## src/rtl/hazard_forward_unit.sv

```systemverilog
// Forwarding select and load-use hazard unit for the 5-stage in-order pipeline.
// Optional macro HFU_ZERO_REG_EN: register address 0 never matches (r0 hardwired to zero).
module hazard_forward_unit #(
  parameter int unsigned       REG_AW    = 5,
  parameter int unsigned       OPC_W     = 5,
  parameter logic [OPC_W-1:0]  OPC_LOAD  = OPC_W'(5'b01010),
  parameter logic [OPC_W-1:0]  OPC_STORE = OPC_W'(5'b01011),
  parameter int unsigned       LOAD_LAT  = 1,
  parameter int unsigned       CNT_W     = 16
) (
  input  logic              clk,
  input  logic              rst_n,
  input  logic              hold,
  input  logic              id_valid,
  input  logic [OPC_W-1:0]  id_opc,
  input  logic [REG_AW-1:0] id_ra1,
  input  logic [REG_AW-1:0] id_ra2,
  input  logic              ex_valid,
  input  logic              ex_we,
  input  logic [OPC_W-1:0]  ex_opc,
  input  logic [REG_AW-1:0] ex_wa,
  input  logic [REG_AW-1:0] ex_ra2,
  input  logic              mem_valid,
  input  logic              mem_we,
  input  logic [REG_AW-1:0] mem_wa,
  output logic [1:0]        fwd_a_sel,
  output logic [1:0]        fwd_b_sel,
  output logic [1:0]        fwd_sd_sel,
  output logic              fwd_sd_mem,
  output logic              stall_id,
  output logic              bubble_ex,
  output logic [CNT_W-1:0]  stall_cnt
);

`ifdef HFU_ZERO_REG_EN
  localparam bit ZeroReg = 1'b1;
`else
  localparam bit ZeroReg = 1'b0;
`endif

  localparam logic [2:0] LatInit = 3'(LOAD_LAT - 1);

  typedef enum logic {StRun, StStall} state_e;

  state_e           state_q, state_d;
  logic [2:0]       lat_cnt_q, lat_cnt_d;
  logic [1:0]       fwd_a_q, fwd_a_d, fwd_b_q, fwd_b_d, fwd_sd_q, fwd_sd_d;
  logic             sd_mem_q, sd_mem_d;
  logic [CNT_W-1:0] cnt_q, cnt_d;

  logic ex_wr, mem_wr, ra1_ok, ra2_ok, sd_ok;
  logic ex_hit_a, ex_hit_b, mem_hit_a, mem_hit_b;
  logic id_store, ex_load, hazard, stall, sel_ok;
  logic [1:0] sel_a, sel_b;

  // Nearest producer wins: EX result is in MEM next cycle (01), MEM result is in WB (10).
  function automatic logic [1:0] sel_enc(input logic ex_hit, input logic mem_hit);
    return ex_hit ? 2'b01 : (mem_hit ? 2'b10 : 2'b00);
  endfunction

  always_comb begin
    ex_wr     = ex_valid & ex_we;
    mem_wr    = mem_valid & mem_we;
    ra1_ok    = !ZeroReg || (id_ra1 != '0);
    ra2_ok    = !ZeroReg || (id_ra2 != '0);
    sd_ok     = !ZeroReg || (ex_ra2 != '0);
    ex_hit_a  = ex_wr & (ex_wa == id_ra1) & ra1_ok;
    ex_hit_b  = ex_wr & (ex_wa == id_ra2) & ra2_ok;
    mem_hit_a = mem_wr & (mem_wa == id_ra1) & ra1_ok;
    mem_hit_b = mem_wr & (mem_wa == id_ra2) & ra2_ok;
    id_store  = (id_opc == OPC_STORE);
    ex_load   = ex_wr & (ex_opc == OPC_LOAD);
    // Store data from a load is forwarded later in MEM, so it never stalls.
    hazard    = ex_load & id_valid & (ex_hit_a | (ex_hit_b & !id_store));
  end

  always_comb begin
    state_d   = state_q;
    lat_cnt_d = lat_cnt_q;
    stall     = 1'b0;
    unique case (state_q)
      StRun: begin
        if (hazard) begin
          stall = 1'b1;
          if (LOAD_LAT > 1 && !hold) begin
            state_d   = StStall;
            lat_cnt_d = LatInit;
          end
        end
      end
      StStall: begin
        stall = 1'b1;
        if (!hold) begin
          if (lat_cnt_q <= 3'd1) begin
            state_d = StRun;
          end else begin
            lat_cnt_d = lat_cnt_q - 3'd1;
          end
        end
      end
    endcase
  end

  always_comb begin
    sel_ok   = id_valid & !stall;
    sel_a    = sel_enc(ex_hit_a, mem_hit_a);
    sel_b    = sel_enc(ex_hit_b, mem_hit_b);
    fwd_a_d  = sel_ok ? sel_a : 2'b00;
    fwd_b_d  = (sel_ok & !id_store) ? sel_b : 2'b00;
    fwd_sd_d = (sel_ok & id_store) ? sel_b : 2'b00;
    sd_mem_d = ex_valid & (ex_opc == OPC_STORE) & mem_wr & (mem_wa == ex_ra2) & sd_ok;
    cnt_d    = cnt_q;
    if (stall && !(&cnt_q)) begin
      cnt_d = cnt_q + 1'b1;
    end
  end

  always_ff @(posedge clk or negedge rst_n) begin
    if (!rst_n) begin
      state_q   <= StRun;
      lat_cnt_q <= '0;
      fwd_a_q   <= '0;
      fwd_b_q   <= '0;
      fwd_sd_q  <= '0;
      sd_mem_q  <= 1'b0;
      cnt_q     <= '0;
    end else if (!hold) begin
      state_q   <= state_d;
      lat_cnt_q <= lat_cnt_d;
      fwd_a_q   <= fwd_a_d;
      fwd_b_q   <= fwd_b_d;
      fwd_sd_q  <= fwd_sd_d;
      sd_mem_q  <= sd_mem_d;
      cnt_q     <= cnt_d;
    end
  end

  // Gated by reset so the Mealy outputs also drop while reset is asserted.
  assign stall_id   = stall & rst_n;
  assign bubble_ex  = stall & rst_n;
  assign fwd_a_sel  = fwd_a_q;
  assign fwd_b_sel  = fwd_b_q;
  assign fwd_sd_sel = fwd_sd_q;
  assign fwd_sd_mem = sd_mem_q;
  assign stall_cnt  = cnt_q;

endmodule

```

## config.mk

```make
export PLATFORM = sky130hd
export DESIGN_NAME = hazard_forward_unit
export DESIGN_NICKNAME = d
export VERILOG_FILES = /design/src/rtl/hazard_forward_unit.sv
export SDC_FILE = /design/constraint.sdc
export NUM_CORES = 1
export LEC_CHECK = 0
export ABC_AREA = 1
export CORE_UTILIZATION = 40
export DETAILED_ROUTE_END_ITERATION = 7
export GPL_TIMING_DRIVEN = 0
export PLACE_DENSITY = 0.69
export SLEW_MARGIN = 0
export SYNTH_ARGS = -nofsm -noshare
export SYNTH_HDL_FRONTEND = slang
export SYNTH_SLANG_ARGS = --single-unit
```

## constraint.sdc

```tcl
create_clock -name clk -period 1.8 [get_ports clk]
set_input_delay 0.27 -clock clk [delete_from_list [all_inputs] [get_ports clk]]
set_output_delay 0.27 -clock clk [all_outputs]
set_load 0.05 [all_outputs]
```

Word-level counts from Yosys, hierarchy flattened. Index checks and enable logic that the tools add are counted.

Input port bits: 43. Flip-flop bits (word level): 27. Logic and storage cells: 57.

Eq/ne operators: 8. $add $sub $neg: 2. Bitwise gates (word level): 21. Multiplexer cells: 11. Reduce and logical (&&, ||, !) cells: 7. Order comparisons: 1.

Operators by type and width (count): $eq 5x5->1 (5); $and 1x1->1 (17); $add 16x1->16 const B (1); $reduce_and 16->1 (1); $eq 5x4->1 const B (3); $mux 2 (7); $le 3x1->1 const B (1); $logic_not 1->1 (3); $mux 1 (3); $not 1->1 (3); $reduce_and 3->1 (1); $sub 3x1->3 const B (1); $pmux 1 s2 (1); $reduce_and 2->1 (1); $logic_and 1x1->1 (1); $or 1x1->1 (1).

Logic depth before layout (Yosys ltp).
Word-level depth: 11. Mapped depth: 13. Mapped depth without buffers: 12.

Least setup slack after synthesis. No wires, ideal clock.

Kind: input to output. Start point: input port ex_wa[1]. End point: output port stall_id. Arrival time: 2407 ps. Buffers on the path: 1. Setup slack: -877 ps. Data required time: 1530 ps. Stages: 8. Cells stage by stage: inv_1 > nor2_1 > nor3_2 > nand3_1 > nand2_1 > nand2_2 > a21boi_0 > buf_4.

Word-level cells in the longest chain between the ends: 8.

Ends and longest elaborated chain: start, declared (line 21) `input logic [REG_AW-1:0] ex_wa,`; $eq 5x5->1 (line 68) `ex_hit_b = ex_wr & (ex_wa == id_ra2) & ra2_ok;`; $and 1x1->1 (line 68); $and 1x1->1 (line 74) `hazard = ex_load & id_valid & (ex_hit_a | (ex_hit_b & !id_store));`; $or 1x1->1 (*) (line 74); $and 1x1->1 (*) (line 74); $mux 1 (*) (line 83) `if (hazard) begin`; $pmux 1 s2 (*) (line 81) `unique case (state_q)`; $and 1x1->1 (*); end, declared (line 30) `output logic stall_id,`.

Mark *: on every way between the ends. The rest lies on a longest branch, timed or not.

Worst setup path in the final report.
Start point: input port ex_opc[2]. End point: output port stall_id.

Word-level cells in the longest chain between the ends: 7.

Ends and longest elaborated chain: start, declared (line 20) `input logic [OPC_W-1:0] ex_opc,`; $eq 5x4->1 (line 72) `ex_load = ex_wr & (ex_opc == OPC_LOAD);`; $and 1x1->1 (line 72); $and 1x1->1 (2 in series) (line 74); $mux 1 (line 83); $pmux 1 s2 (line 81); $and 1x1->1 (line 139) `assign stall_id = stall & rst_n;`.

No other way between the ends.

==> impl_metrics.csv <==
group,metric,value,unit
sta,max_clock_freq,0.5536,GHz
synth,netlist_instances,261,
grt,grt_antenna_before_repair,0,
synth,synth_cell_type_count,33,
synth,yosysMostFrequentCell,"nand2_1",
floorplan,top_level_ports,68,
status,status,"finished with violations",
synth,main_combinational_cell_family_by_area_after_synthesis,"simple AND/OR/NAND/NOR gates",
placed_design,hpwl,3944,um
flow_run,maxCapViolations,0,
synth,postSynthNetCount,307,
sta,post-route-worst-setup-slack,-6.492,ps
clock_network,path_clk_slew,90,ps
sta,hold_violations,0,
clock_network,cts_htree_levels,1,
synth,synth_xor_area_frac,0.1184,
floorplan,die_width,71.34,um
synth,list_of_most_frequent_post_synthesis_cells,"77 x nand2_1, 29 x inv_1, 27 x dfrtp_1",
grt,grt_use_met1,0.3095,
placed_design,placement.setup.worst_slack,-1421,ps
drt,drc,4,
drt,ant_nets,0,
clock_network,tritoncts,"done",
placed_design,gp_congestion,0.9191,
synth,post_synth_fa_ha_maj_area_fraction,0.01952,
drt,dr.first_iter.drc_count,127,
drt,number_of_vias_in_the_routed_layout,2032,
placed_design,portBuffers,67,
synth,synthesized_area_fraction_occupied_by_ao_oa_aoi_and_oai_cells,0.07938,
synth,synthesized_area_fraction_occupied_by_and_or_nand_nor_cells,0.3507,
final_layout,final_design_area_no_fill,2882,um2
placed_design,dpl-instance-area,2665,um2
synth,synth-seq-cells,27,
power_and_ir_drop,power_density_relative_to_cell_area,476.0,nW/um2
setup_path,worst_r2r_src,"stall_cnt[1]",
power_and_ir_drop,p_leak,0.001526,uW
hold_path,hold_class,"primary input to async pin",
grt,grt_busiest_layer,"met2",
clock_network,tritoncts_num_sinks,27,
clock_network,clk_latency,270,ps
sta,min_period_over_period,1.004,
synth,ys.flop_type,"dfrtp_1",
sta,rsz0062_at_grt,"true",
synth,synth_edf_count,0,
power_and_ir_drop,power.total,1372,uW
setup_path,worst_setup_path_startpoint,"ex_opc[2]",
grt,grt_max_degree,29,
final_layout,antenna_diode_count,0,
floorplan,die_h,71.34,um
setup_path,critical_path_arrival,1540,ps
power_and_ir_drop,max-vdd-ir-drop,449.4,uV
synth,leading_cell_types_by_total_area_after_synthesis,"dfrtp_1 35%, nand2_1 15%, xnor2_1 5.9%, xor2_1 5.9%, nand3_1 5.7%",
sta,total_negative_setup_slacks,-6.492,ps
clock_network,numCtsBuffers,3,
grt,grt.met2_usage,0.3661,
setup_path,ff2ff_setup_slack,120,ps
sta,report.final.slew_viol_count,0,
final_layout,area.growth.synth_to_final,49.84,%
sta,minimum_clock_period_after_layout,1806,ps
sta,setup_viol,1,
drt,vias_per_cell,4.980,
clock_network,maximum_clock_path_buffer_count,2,
sta,clock_skew,1.854,ps
setup_path,cp_max_fo,2,
floorplan,placementRows,24,
synth,ys.warnings.count,0,
drt,firstDrtPassIters,6,
setup_path,worstPathRequired,1530,ps
grt,gr-total-overflow,0,
floorplan,start_util,0.4298,
setup_path,start_kind,"primary input",
synth,synthDominantAreaCellType,"dfrtp_1",
clock_network,clk_root_buffer_cell,"clkbuf_8",
drt,totalWireLength,5539,um
status,violations,"DRC, setup timing",
sta,slew_headroom,0.5815,
grt,global_route.usage.met3,0.03235,
clock_network,ctsHoldBuffers,0,
synth,yosys-mux-area-fraction,0,
final_layout,nNetsFinal,403,
sta,worst_margin_slew,627.8,ps
setup_path,timing_worst_setup_path_type,"primary input to primary output",
floorplan,fp.coreArea,4474,um2
drt,detail_route.wl_per_cell,13.58,um
final_layout,layout-drive-gt1-share,0.2416,
synth,synth_async_sr_flop_share,1.000,
synth,synthesis.area_per_instance,7.368,um2
synth,synth-seq-area-share,0.3513,
synth,netlist_area,1923,um2
synth,netlist.area_leader.share,0.3513,
setup_path,end_kind,"primary output",
grt,global_route_wire_length_before_repair,9059,um
floorplan,die-area,5089,um2
grt,globalRouteTotalUtil,0.2239,
grt,grt_pass1_vias,1951,
path summary, 6_finish.rpt:
kind	to	cells past startpoint
min in group clk	fwd_sd_mem	5
worst max-delay path	stall_id	9
max in group asynchronous	stall_cnt[0]	1
worst min register to register	lat_cnt_q[2]	1
worst max register to register	stall_cnt[4]	9
worst min-delay path	stall_cnt[4]	1
where the power goes:
group	internal, uW	total, uW	switching, uW
clock	158	343	185
combinational	164	378	214
sequential	625	651	25.8
total	947	1370	425
per-stage QoR:
step	util	cells	hold WS (ps)
after detailed placement	0.5956	380	461.9
after CTS	0.6303	401	161.6
after global placement	0.5956	380	463.3
after floorplan	-	261	-25.59
final	0.6440	408	4.976
after global routing	0.6440	408	61.32
placed cells by master, fill, tap and decap left out, types with 3 or more instances in the layout:
cell,Yosys,layout
nand4_1,7,7
dfrtp_1,27,25
dlygate4sd2_1,0,19
o21ai_0,5,5
nand3_1,22,17
a21oi_1,6,5
nand2_1,77,73
clkdlybuf4s15_1,0,4
buf_4,2,27
dlymetal6s2s_1,0,5
nand2_2,2,6
xnor2_1,13,13
inv_2,0,4
xor2_1,13,13
o21ai_2,4,4
o21bai_1,4,4
nor2_2,3,3
inv_1,29,25
nand3_2,1,6
clkbuf_2,0,13
clkbuf_8,0,3
nor2_1,19,18
clkdlybuf4s50_1,0,23
nor3_1,5,4
flip-flops by register name, summed over array words and instances (netlist names):
register / flops
fwd_sd_mem: 1
stall_cnt: 16
fwd_b_sel: 2
lat_cnt_q: 3
state_q: 1
fwd_a_sel: 2
fwd_sd_sel: 2
worst max-delay path, cell delays in order:
cell and delay, ps:
dlygate4sd2_1 230, inv_1 60, nand2_2 70, nor3_2 170, nor3b_4 230, nand2_2 90, a21boi_2 170, buf_4 140
buf_8 130
repair_timing:
action                     in CTS  in global routing
resized for setup              66                 45
setup endpoints to repair      14                 22
hold endpoints to repair        0                  0
cloned                          0                  0
pin swaps                      17                 18
buffers inserted               17                  7
cells by family (layout without fill, tap and decap cells):
group,count (synthesis),in the layout
fa+ha+maj,3,3
flops,27,27
buf+inv,35,130
xor+xnor,26,26
simple gates,147,147
compound gates,23,23
metal layers:
layer,up-vias,share of wire
li1,1030,-
met1,949,0.48
met2,45,0.47
met3,8,0.038
met4,0,0.016
met5,-,0
area by class of cell:
class | count | area [um2]
Buffer | 6 | 46.29
Fill cell | 422 | 1593
Multi-Input combinational cell | 199 | 1166
Clock buffer | 4 | 45.04
Inverter | 29 | 108.9
Tap cell | 52 | 65.06
Timing Repair Buffer | 91 | 772.0
Sequential cell | 27 | 678.2
Power figures use the tool's default switching activity.
